$ cat config.mk
export PLATFORM = sky130hd
export DESIGN_NAME = alu_serial_n
export DESIGN_NICKNAME = d
export VERILOG_FILES = /design/src/rtl/alu_pkg.sv /design/src/rtl/alu_slice.sv /design/src/rtl/alu_serial_n.sv
export SDC_FILE = /design/constraint.sdc
export NUM_CORES = 1
export LEC_CHECK = 0
export BUFFER_PORTS_ARGS = -buffer_cell sky130_fd_sc_hd__buf_2
export CORE_UTILIZATION = 25
export DETAILED_ROUTE_END_ITERATION = 7
export PLACE_DENSITY_LB_ADDON = 0.2
export SLEW_MARGIN = 20
export SYNTH_ARGS = -nofsm -noshare
export SYNTH_HDL_FRONTEND = slang
export SYNTH_SLANG_ARGS = --single-unit
$ cat constraint.sdc
create_clock -name clk -period 1.95 [get_ports clk]
set_input_delay 0.0975 -clock clk [delete_from_list [all_inputs] [get_ports clk]]
set_output_delay 0.0975 -clock clk [all_outputs]
set_load 0.1 [all_outputs]
$ cat src/rtl/alu_pkg.sv
// rtl/alu_pkg.sv - shared op codes and FSM state encoding for the serial ALU
package alu_pkg;

    typedef enum logic [1:0] {
        OP_ADD = 2'b00,
        OP_AND = 2'b01,
        OP_OR  = 2'b10,
        OP_XOR = 2'b11
    } op_t;

    typedef enum logic [1:0] {
        S_IDLE = 2'b00,
        S_RUN  = 2'b01,
        S_DONE = 2'b10
    } state_t;

endpackage

$ cat src/rtl/alu_slice.sv
// rtl/alu_slice.sv - combinational SLICE-bit ALU cell (add/and/or/xor)
module alu_slice
    import alu_pkg::*;
#(
    parameter int SLICE = 4
) (
    input  logic [SLICE-1:0] a,
    input  logic [SLICE-1:0] b,
    input  logic             cin,
    input  logic [1:0]       M,
    output logic [SLICE-1:0] f,
    output logic             cout,
    output logic             c_msb
);

    logic [SLICE:0] sum;

    // Carry into the MSB is recovered from the MSB sum bit, which works for any SLICE >= 1
    always_comb begin
        sum   = {1'b0, a} + {1'b0, b} + {{SLICE{1'b0}}, cin};
        f     = '0;
        cout  = 1'b0;
        c_msb = 1'b0;
        case (M)
            OP_ADD: begin
                f     = sum[SLICE-1:0];
                cout  = sum[SLICE];
                c_msb = sum[SLICE-1] ^ a[SLICE-1] ^ b[SLICE-1];
            end
            OP_AND:  f = a & b;
            OP_OR:   f = a | b;
            default: f = a ^ b;
        endcase
    end

endmodule

$ cat src/rtl/alu_serial_n.sv
// rtl/alu_serial_n.sv - multi-cycle WIDTH-bit ALU processing SLICE bits per cycle
module alu_serial_n
    import alu_pkg::*;
#(
    parameter int WIDTH = 16,
    parameter int SLICE = 4
) (
    input  logic             clk,
    input  logic             rst,
    input  logic             start,
    input  logic [WIDTH-1:0] a,
    input  logic [WIDTH-1:0] b,
    input  logic             cin,
    input  logic [1:0]       M,
    output logic             busy,
    output logic             done,
    output logic [WIDTH-1:0] f,
    output logic             cout,
    output logic             ovf,
    output logic             zero
);

    localparam int NS = WIDTH / SLICE;
    localparam int CW = (NS > 1) ? $clog2(NS) : 1;

    state_t           state;
    state_t           state_nxt;
    logic [WIDTH-1:0] sh_a;
    logic [WIDTH-1:0] sh_b;
    logic [WIDTH-1:0] work;
    logic [WIDTH-1:0] work_nxt;
    logic [1:0]       op;
    logic             carry;
    logic [CW-1:0]    cnt;
    logic [SLICE-1:0] s_f;
    logic             s_cout;
    logic             s_cmsb;
    logic             accept;
    logic             last;

    // New requests are taken whenever no slices are in flight (IDLE or the DONE cycle)
    assign accept = start && (state != S_RUN);
    assign last   = (state == S_RUN) && (cnt == CW'(NS - 1));
    assign busy   = (state == S_RUN);
    assign done   = (state == S_DONE);

    alu_slice #(.SLICE(SLICE)) u_slice (
        .a     (sh_a[SLICE-1:0]),
        .b     (sh_b[SLICE-1:0]),
        .cin   (carry),
        .M     (op),
        .f     (s_f),
        .cout  (s_cout),
        .c_msb (s_cmsb)
    );

    // Slice results enter at the MSB end so the LSB slice lands at the bottom after NS shifts
    always_comb begin
        work_nxt                  = work >> SLICE;
        work_nxt[WIDTH-1 -: SLICE] = s_f;
    end

    // State register
    always_ff @(posedge clk) begin
        if (rst) state <= S_IDLE;
        else     state <= state_nxt;
    end

    // Next-state logic
    always_comb begin
        state_nxt = state;
        case (state)
            S_IDLE:  if (start) state_nxt = S_RUN;
            S_RUN:   if (last)  state_nxt = S_DONE;
            S_DONE:  state_nxt = start ? S_RUN : S_IDLE;
            default: state_nxt = S_IDLE;
        endcase
    end

    // Operand capture, slice iteration and result load on the final slice so outputs are valid with done
    always_ff @(posedge clk) begin
        if (rst) begin
            sh_a  <= '0;
            sh_b  <= '0;
            work  <= '0;
            op    <= OP_ADD;
            carry <= 1'b0;
            cnt   <= '0;
            f     <= '0;
            cout  <= 1'b0;
            ovf   <= 1'b0;
            zero  <= 1'b0;
        end else begin
            if (accept) begin
                sh_a  <= a;
                sh_b  <= b;
                carry <= cin;
                op    <= M;
                cnt   <= '0;
            end else if (state == S_RUN) begin
                sh_a  <= sh_a >> SLICE;
                sh_b  <= sh_b >> SLICE;
                work  <= work_nxt;
                carry <= s_cout;
                cnt   <= cnt + CW'(1);
            end
            if (last) begin
                f    <= work_nxt;
                zero <= (work_nxt == '0);
                cout <= s_cout;
                ovf  <= s_cout ^ s_cmsb;
            end
        end
    end

endmodule

==> run_results.csv <==
group,metric,value,unit
min_path,min-delay-start,"b[14]",
floorplan,initial_core_util,0.259,
floorplan,die_area,0.0130,mm2
min_path,hold-path-cell-count,3,
setup_path,path_cells,"fa_2 -> fa_2 -> mux4_2 -> nor3_2 -> a31o_1",
final_layout,fill_cells,1337,
setup_path,crit_start,"carry",
setup_path,cp_common_cell,"fa_2",
clock_network,cts_tree,"done",
timing,worst_slack,-0.0553,ns
setup_path,max_stage_delay,0.50,ns
timing,maxSlewHeadroom,0.671,
clock_network,cts_setup_buffers,0,
global_route,grt_pass1_vias,2576,
power,cellLeakagePower,1.75,nW
final_layout,layout_common_cells,"68 x dfxtp_1, 59 x nand2_1, 58 x buf_2, 43 x nor2_1, 33 x mux2i_1",
setup_path,startpoint_type,"register",
route,vias,2576,
global_route,antenna_found_initial,1,
flow_run,maxCapViolations,0,
timing,tightest_slew,0.497,ns
placement,gp_congestion,0.713,
power,pwr-share-seq,0.411,
placement,dp_cells,572,
synth,netlist_area,0.00315,mm2
final_layout,layout-area-overhead-vs-synth,29.2,%
global_route,grt.total_usage,0.126,
floorplan,core_area,0.0122,mm2
route,vias_per_cell,4.33,
clock_network,h-tree-depth,3,
setup_path,r2r_start,"carry",
route,drt_iter0_markers,78,
clock_network,clk_pin_slew,0.06,ns
placement,io_buffers,58,
power,ir_worst_vdd,621,uV
final_layout,post-route-util,0.335,
global_route,grt_overflow,0,
synth,yosysSeqAreaShare,0.445,
floorplan,die_h,114,um
timing,setup_violations,3,
route,wire_per_inst,12.4,um
min_path,hp-class,"in2reg",
setup_path,worst_setup_path_end_kind,"register",
floorplan,ioPinCount,59,
final_layout,drive_gt1_frac,0.248,
power,p_switching,0.941,mW
setup_path,rr_worst_depth,5,
setup_path,cp_slowest_cell,"mux4_2",
final_layout,antennaDiodeCount,0,
clock_network,cts_buffer_depth,2,
final_layout,final_nets,471,
timing,fmaxAchievable,499,MHz
setup_path,crit_family,"adder cells",
synth,syn_avg_cell_area,8.87,um2
timing,maxSlewViolCount,0,
setup_path,r2r_slack,-0.06,ns
min_path,hold_end,"sh_b[14]",
synth,synthDistinctLibCells,39,
clock_network,insertion_delay,0.34,ns
outcome,outcome,"finished, violations left",
global_route,grt_max_degree,37,
power,powerDensity,936,mW/mm2
route,ant_nets,0,
timing,fin_crit,2.01,ns
timing,hold_viol_final,0,
floorplan,die_x,114,um
synth,synth_nets,404,
synth,synth-warning-count,0,
setup_path,crit_buf_inv,0,
route,drt-pass1-iter-count,4,
power,power,3.81,mW
route,routed_wl,7370,um
clock_network,cts_buffers,9,
power,power_switching_share,0.247,
final_layout,finalNonFillerCells,595,
synth,syn-instance-count,355,
power,internal_power,2.87,mW
setup_path,arrival,2.28,ns
final_layout,mostFrequentLayoutCell,"dfxtp_1",
synth,ys_ff_latch,70,
outcome,violations,"setup timing",
clock_network,cts_sinks,70,
setup_path,cp.required,2.23,ns
setup_path,worstReg2RegEnd,"zero",
global_route,grt_pass1_wl,12600,um
timing,fin_crit_sh,1.03,
clock_network,root_buffer,"clkbuf_16",
placement,dp_hpwl,5240,um
power,p_clk_frac,0.456,
timing,fin_skew,0.00440,ns
floorplan,rows,40,
power,combPwrFrac,0.132,
setup_path,worstSetupPathType,"reg2reg",
setup_path,crit_fanout,3,
timing,rsz0062_at_grt,"true",
route,drcViolationCount,0,
state kept, by name, summed over array words and instances (netlist names):
| signal | cells |
|---|---|
| zero | 1 |
| sh_b | 16 |
| sh_a | 16 |
| cnt | 2 |
| cout | 1 |
| f | 16 |
| carry | 1 |
| ovf | 1 |
| op | 2 |
| work | 12 |
| state | 2 |
repair_timing:
action                                  4_1_cts  5_1_grt
endpoints found under the setup margin        6        6
endpoints found under the hold margin         7        0
hold buffers                                  7        0
gates resized for setup                       3        6
pin swaps                                     4        9
synth_stat cells (all sizes together):
cell type | count | area (um2)
nand2b | 2 | 12.5
mux2i | 34 | 340
and3 | 1 | 6.26
clkbuf | 14 | 62.6
buf | 13 | 90.1
nand4 | 1 | 6.26
a211oi | 27 | 203
o211ai | 1 | 7.51
ha | 9 | 113
nand3 | 5 | 25.0
a31o | 1 | 8.76
xor2 | 1 | 8.76
nor2b | 1 | 6.26
fa | 2 | 40.0
and2 | 1 | 6.26
nand2 | 60 | 233
inv | 14 | 57.6
xnor2 | 3 | 26.3
nor3 | 3 | 20.0
dfxtp | 70 | 1400
nand3b | 2 | 15.0
a21oi | 34 | 170
nor3b | 2 | 15.0
o311ai | 1 | 16.3
o21ai | 3 | 15.0
a21o | 1 | 7.51
nor4 | 3 | 18.8
mux4 | 2 | 48.8
or4 | 1 | 7.51
nor2 | 43 | 161
power groups by stage:
stage	logic [mW]	clock network, mW	registers, mW
after floorplan	0.350	0	1.58
after global placement	0.480	0	1.60
after detailed placement	0.483	0	1.60
after CTS	0.498	1.78	1.57
after global routing	0.572	1.84	1.58
final	0.505	1.74	1.57
metrics by stage:
stage	TNS (ns)	worst slack [ns]	hold slack, ns	area [um2]
after floorplan	-0.0251	-0.0251	0.245	3150
after global placement	-0.131	-0.0788	0.335	3650
after detailed placement	-0.186	-0.0958	0.341	3650
after CTS	-0.0220	-0.0220	0.000975	4050
after global routing	-0.517	-0.103	0.00712	4070
final	-0.0784	-0.0553	0.0119	4070
how the worst max path moves through the flow:
stage,to,slack [ns],depth (start not counted)
final,zero,-0.06,5
after global routing,zero,-0.10,5
after CTS,zero,-0.02,5
after detailed placement,zero,-0.1,5
after global placement,zero,-0.08,5
after floorplan,zero,-0.03,5
cells by family after synthesis:
logic type / synth area share
and+or+nand+nor: 0.169
adders and majority gates: 0.0485
DFF: 0.445
xor gates and xnor gates: 0.0111
buffers and inverters: 0.0667
AOI/OAI and AO/OA: 0.136
muxes: 0.124
tightest hold or removal path: cells and delay by family:
family	cells	cell delay [ns]
buffers and inverters	1	0.08
muxes	1	0.06
and+or+nand+nor	1	0.08
layer usage:
metal,GRT usage,wire (um)
met5,0,0
met2,0.185,3140
met4,0.0519,93
met1,0.165,3690
met3,0.0492,444
layout make-up:
class | instances | area (um2) | area share
tap | 168 | 210 | 0.0516
clock inverter | 2 | 37.5 | 0.00922
clock buffer | 14 | 284 | 0.0698
multi-input combinational | 244 | 1570 | 0.385
sequential | 70 | 1400 | 0.345
timing repair buffer | 83 | 508 | 0.125
inverter | 14 | 57.6 | 0.0141
No activity file was read; power rests on OpenSTA's default activity.
